==> src/rtl/lsu_stage.sv <==
// Load/store stage between EXU and WBU: one word-aligned memory request per instruction,
// raw lane-shifted read data to WBU. Optional misalignment trap: LSU_MISALIGN_CHECK_EN.
module lsu_stage #(
    parameter int unsigned SIDE_W = 200
) (
    input  logic              clk,
    input  logic              rst_n,
    input  logic              in_valid,
    output logic              in_ready,
    input  logic [31:0]       alu_out_i,
    input  logic [31:0]       store_data_i,
    input  logic              MemRead_i,
    input  logic              MemWrite_i,
    input  logic [2:0]        func3_i,
    input  logic [SIDE_W-1:0] side_i,
    output logic              mem_req_valid,
    input  logic              mem_req_ready,
    output logic [31:0]       mem_addr,
    output logic              mem_wen,
    output logic [31:0]       mem_wdata,
    output logic [3:0]        mem_wmask,
    input  logic              mem_rsp_valid,
    input  logic [31:0]       mem_rdata,
    input  logic              mem_rsp_err,
    output logic              out_valid,
    input  logic              out_ready,
    output logic [31:0]       alu_out_o,
    output logic [2:0]        func3_o,
    output logic              MemRead_o,
    output logic [31:0]       mem_rdata_o,
    output logic [SIDE_W-1:0] side_o,
    output logic              err_o,
    output logic              processing
);

    typedef enum logic [1:0] {
        S_IDLE = 2'd0,
        S_REQ  = 2'd1,
        S_WAIT = 2'd2,
        S_OUT  = 2'd3
    } state_t;

    state_t      state;
    logic [1:0]  off;
    logic        is_mem;
    logic        misalign;
    logic [3:0]  wmask_nxt;
    logic [31:0] wdata_nxt;
    logic [31:0] rdata_shift;

    assign off    = alu_out_i[1:0];
    assign is_mem = MemRead_i | MemWrite_i;

    // Store lane placement; shifted masks/data truncate to the bus width.
    always_comb begin
        wmask_nxt = 4'b1111;
        wdata_nxt = store_data_i;
        case (func3_i[1:0])
            2'b00: begin
                wmask_nxt = 4'(4'b0001 << off);
                wdata_nxt = 32'(store_data_i << {off, 3'b000});
            end
            2'b01: begin
                wmask_nxt = 4'(4'b0011 << off);
                wdata_nxt = 32'(store_data_i << {off, 3'b000});
            end
            default: begin
                wmask_nxt = 4'b1111;
                wdata_nxt = store_data_i;
            end
        endcase
    end

`ifdef LSU_MISALIGN_CHECK_EN
    assign misalign = is_mem & (((func3_i[1:0] == 2'b01) && (off == 2'd3)) ||
                                ((func3_i[1:0] == 2'b10) && (off != 2'd0)));
`else
    assign misalign = 1'b0;
`endif

    assign rdata_shift = mem_rdata >> {alu_out_o[1:0], 3'b000};

    // Control FSM and all registered outputs.
    always_ff @(posedge clk or negedge rst_n) begin
        if (!rst_n) begin
            state         <= S_IDLE;
            in_ready      <= 1'b1;
            mem_req_valid <= 1'b0;
            mem_addr      <= '0;
            mem_wen       <= 1'b0;
            mem_wdata     <= '0;
            mem_wmask     <= '0;
            out_valid     <= 1'b0;
            alu_out_o     <= '0;
            func3_o       <= '0;
            MemRead_o     <= 1'b0;
            mem_rdata_o   <= '0;
            side_o        <= '0;
            err_o         <= 1'b0;
            processing    <= 1'b0;
        end else begin
            case (state)
                S_IDLE: begin
                    if (in_valid) begin
                        in_ready    <= 1'b0;
                        processing  <= 1'b1;
                        alu_out_o   <= alu_out_i;
                        func3_o     <= func3_i;
                        MemRead_o   <= MemRead_i & ~misalign;
                        side_o      <= side_i;
                        mem_rdata_o <= '0;
                        err_o       <= misalign;
                        mem_addr    <= {alu_out_i[31:2], 2'b00};
                        mem_wen     <= MemWrite_i & ~MemRead_i;
                        mem_wdata   <= wdata_nxt;
                        mem_wmask   <= wmask_nxt;
                        if (is_mem && !misalign) begin
                            state         <= S_REQ;
                            mem_req_valid <= 1'b1;
                        end else begin
                            state     <= S_OUT;
                            out_valid <= 1'b1;
                        end
                    end
                end
                S_REQ: begin
                    if (mem_req_ready) begin
                        mem_req_valid <= 1'b0;
                        if (mem_rsp_valid) begin
                            state     <= S_OUT;
                            out_valid <= 1'b1;
                            err_o     <= mem_rsp_err;
                            if (MemRead_o) mem_rdata_o <= rdata_shift;
                        end else begin
                            state <= S_WAIT;
                        end
                    end
                end
                S_WAIT: begin
                    if (mem_rsp_valid) begin
                        state     <= S_OUT;
                        out_valid <= 1'b1;
                        err_o     <= mem_rsp_err;
                        if (MemRead_o) mem_rdata_o <= rdata_shift;
                    end
                end
                S_OUT: begin
                    if (out_ready) begin
                        state      <= S_IDLE;
                        out_valid  <= 1'b0;
                        processing <= 1'b0;
                        in_ready   <= 1'b1;
                    end
                end
                default: state <= S_IDLE;
            endcase
        end
    end

endmodule

==> config.mk <==
export PLATFORM = sky130hd
export DESIGN_NAME = lsu_stage
export DESIGN_NICKNAME = d
export VERILOG_FILES = /design/src/rtl/lsu_stage.sv
export SDC_FILE = /design/constraint.sdc
export NUM_CORES = 1
export LEC_CHECK = 0
export ABC_CLOCK_PERIOD_IN_PS = 2300
export BUFFER_PORTS_ARGS = -buffer_cell sky130_fd_sc_hd__buf_2
export CORE_AREA = 2 2 251 253
export DETAILED_ROUTE_END_ITERATION = 7
export DIE_AREA = 0 0 253 255
export GPL_ROUTABILITY_DRIVEN = 0
export PLACE_DENSITY = 0.54
export RECOVER_POWER = 50
export SETUP_SLACK_MARGIN = 0.15
export SYNTH_ARGS = -nofsm -noshare
export SYNTH_HDL_FRONTEND = slang
export SYNTH_SLANG_ARGS = --single-unit
==> constraint.sdc <==
create_clock -name clk -period 2.3 [get_ports clk]
set_input_delay 0.23 -clock clk [delete_from_list [all_inputs] [get_ports clk]]
set_output_delay 0.23 -clock clk [all_outputs]
set_load 0.02 [all_outputs]
==> results.ini <==
[floorplanning]
design.core.area_um2=62160
die_width_um=253
die_h_um=255
die-area_um2=64520
initial_utilization_pct=21.00
ios=650
fp-row-count=92

[logic_synthesis]
synthCells=1451
yosys_most_used_dff=dfrtp_1
avgSynthCellArea_um2=8.995
ys_seq_area_share_pct=59.83
synth.cell_area_um2=13050
async_flop_share_pct=100.0
ys_seq_elements=312
yosys_warnings=0
synth.distinct_cells=43
synth_edf_count=0

[setup_path]
required_ps=2710
worstPathMaxFanout=24
rrSetupSlack_ps=300
slowest_stage=ha_2
setup.worst_path.end_class=flip-flop
cp.arrival_ps=2410
critPathKind=reg -> reg
crit_path_start_kind=flip-flop
timing.critical_path.slowest_cell_delay_ps=440
worstPathCellList=inv_1 -> ha_2 -> inv_1 -> nor2_1 -> or2_1 -> buf_12 -> mux2_2
cpMostUsedCell=inv_1

[route]
finalWirelength_mm=50.97
dr.pass1.iters=5
vias=13360
drc_errors=0
drt_iter0_drc=728
via_per_inst=4.205
drt-wirelength-per-cell_um=16.04
antenna_left=0

[layout]
final_layout_size_suffix_gt1_share_pct=25.62
syn_to_final_growth_pct=60.14
utilization_pct=33.62
stdcell_area_um2=20900
instances_no_fill=3177
nets=2660

[job]
cap_violations=0

[global_route]
globalRouteTotalUtil_pct=14.84
grt_overflow_total=0
antenna_found_initial=8
grt_pass1_vias=13450
grt_first_pass_wirelength_mm=75.23
grt_max_degree=73

[clock_tree]
root_buffer=clkbuf_16
path_clk_slew_ps=60
cts.sinks=312
clock_tree.buffer_depth=3
clk_latency_ps=530
cts_max_level=2
cts_tree=yes
numCtsBuffers=36

[pwr]
irDropWorstVdd_mv=0.6406
total_power_uw=28370
powerDensity_nw_per_um2=1358
cellLeakagePower_uw=0.01085

[hold_path]
min_path_type=in -> reg

[timing]
max_freq_mhz=499.4
rsz0062_at_grt=no
finalSetupViolations=0
final.setup_skew_ps=11.57
setup_tns_ps=0
worst_slew_pin_slew_ps=1170
hold_viol_final=0
drv_slew=0
fin_crit_ps=2002
finalCritPeriodShare_pct=87.06
maxSlewHeadroom_pct=21.98

[place]
dp_cells=2845
portBuffers=647
placed_cell_area_um2=17330
dp_hpwl_mm=37.44

[status]
status=completed

-- power by group --
group	internal (uW)	switching, uW	total [uW]
clock	3500	2360	5860
sequential	8020	1540	9560
combinational	4240	8720	13000
total	15800	12600	28400
-- cells in the mapped netlist, types with 12 or more instances --
cell type / instances / area [um2]
buf_2: 31 / 155.2
nand2_1: 743 / 2789
mux2i_1: 25 / 250.2
inv_1: 13 / 48.80
nand2b_1: 12 / 75.07
buf_4: 32 / 240.2
o22ai_1: 16 / 100.1
dfrtp_1: 311 / 7782
a21oi_1: 18 / 90.09
o21ai_0: 73 / 365.4
clkbuf_1: 48 / 180.2
a22oi_1: 16 / 120.1
nor2_1: 34 / 127.6
-- layer usage --
metal	part of all wire, %	vias up	global-route usage [%]
met1	38	6306	16.55
met4	3.6	6	5.765
met5	0.057	-	0
li1	-	6370	-
met3	9.2	96	5.115
met2	49	580	26.00
-- path summary, 6_finish.rpt --
check                                  from              to  cells past startpoint
max                                state[0]  mem_rdata_o[1]                      7
min                        store_data_i[12]   mem_wdata[12]                      3
max reg2reg                        state[0]  mem_rdata_o[1]                      7
min reg2reg                         mem_wen         mem_wen                      2
max in group asynchronous             rst_n      side_o[46]                      3
min in group asynchronous             rst_n       side_o[0]                      2
-- per-stage QoR --
step | hold slack [ps] | worst slack (ps)
CTS | 6.693 | 218.4
global placement | 271.1 | 319.1
detailed placement | 272.8 | 243.1
global route | 32.78 | 167.4
finish | 48.69 | 297.6
floorplan | -65.59 | 293.7
-- area by class of cell --
class,count,area (um2)
well taps,799,999.7
multi-input cells,1009,4574
fillers,6451,41260
repair buffers,975,6235
inverters,13,48.80
clock inverters,10,100.1
clock buffers,54,1121
flip-flops and latches,312,7809
diodes,5,12.51
-- registers in the layout (all words and copies together) (netlist names), 2 cells and up --
name	flops
side_o	200
mem_wmask	4
mem_wdata	32
func3_o	3
alu_out_o	31
mem_rdata_o	32
state	2
-- worst max-delay path: cells and delay by family, from the launching register on --
kind | cells | cell delay (ps)
fa+ha+maj | 1 | 440
buf+inv | 3 | 360
flops | 1 | 410
mux | 1 | 350
simple gates | 2 | 300
-- cells by family (layout without fill, tap and decap cells) --
group | Yosys count | in the layout | share of synthesized area (%)
adder cells (fa/ha/maj) | 5 | 5 | 0.4793
AO/OA/AOI/OAI | 167 | 167 | 7.900
multiplexers | 33 | 33 | 2.723
other | 1 | 7 | 0.02873
flip-flops | 312 | 312 | 59.83
AND/OR/NAND/NOR | 802 | 802 | 23.79
buffers and inverters | 131 | 1052 | 5.244
-- layout by cell type, fill, tap and decap left out, types with 2 or more instances in the layout --
| master | count |
|---|---|
| buf_12 | 11 |
| nor2_1 | 34 |
| a22oi_1 | 16 |
| ha_1 | 4 |
| buf_4 | 38 |
| a32oi_1 | 8 |
| clkbuf_1 | 186 |
| nor2b_1 | 3 |
| nand2b_4 | 2 |
| conb_1 | 2 |
| o22ai_1 | 16 |
| inv_6 | 2 |
| nand2b_1 | 12 |
| o31ai_1 | 8 |
| clkbuf_2 | 4 |
| mux2i_1 | 25 |
| o21a_1 | 8 |
| nand2_1 | 742 |
| clkbuf_16 | 38 |
| a21oi_1 | 18 |
| a22o_1 | 8 |
| clkbuf_4 | 2 |
| clkbuf_8 | 11 |
| clkinv_2 | 4 |
| mux2_2 | 4 |
| o21ai_0 | 73 |
| inv_1 | 13 |
| buf_2 | 476 |
| mux2_4 | 4 |
| a31oi_1 | 4 |
| dlygate4sd3_1 | 263 |
| diode_2 | 5 |
| dfrtp_1 | 311 |
-- timing repair --
action	4_1_cts	5_1_grt
hold buffers	263	0
gates resized for setup	0	1
setup endpoints to repair	0	47
setup buffers	0	0
hold endpoints to repair	318	0
Power figures use the tool's default switching activity.
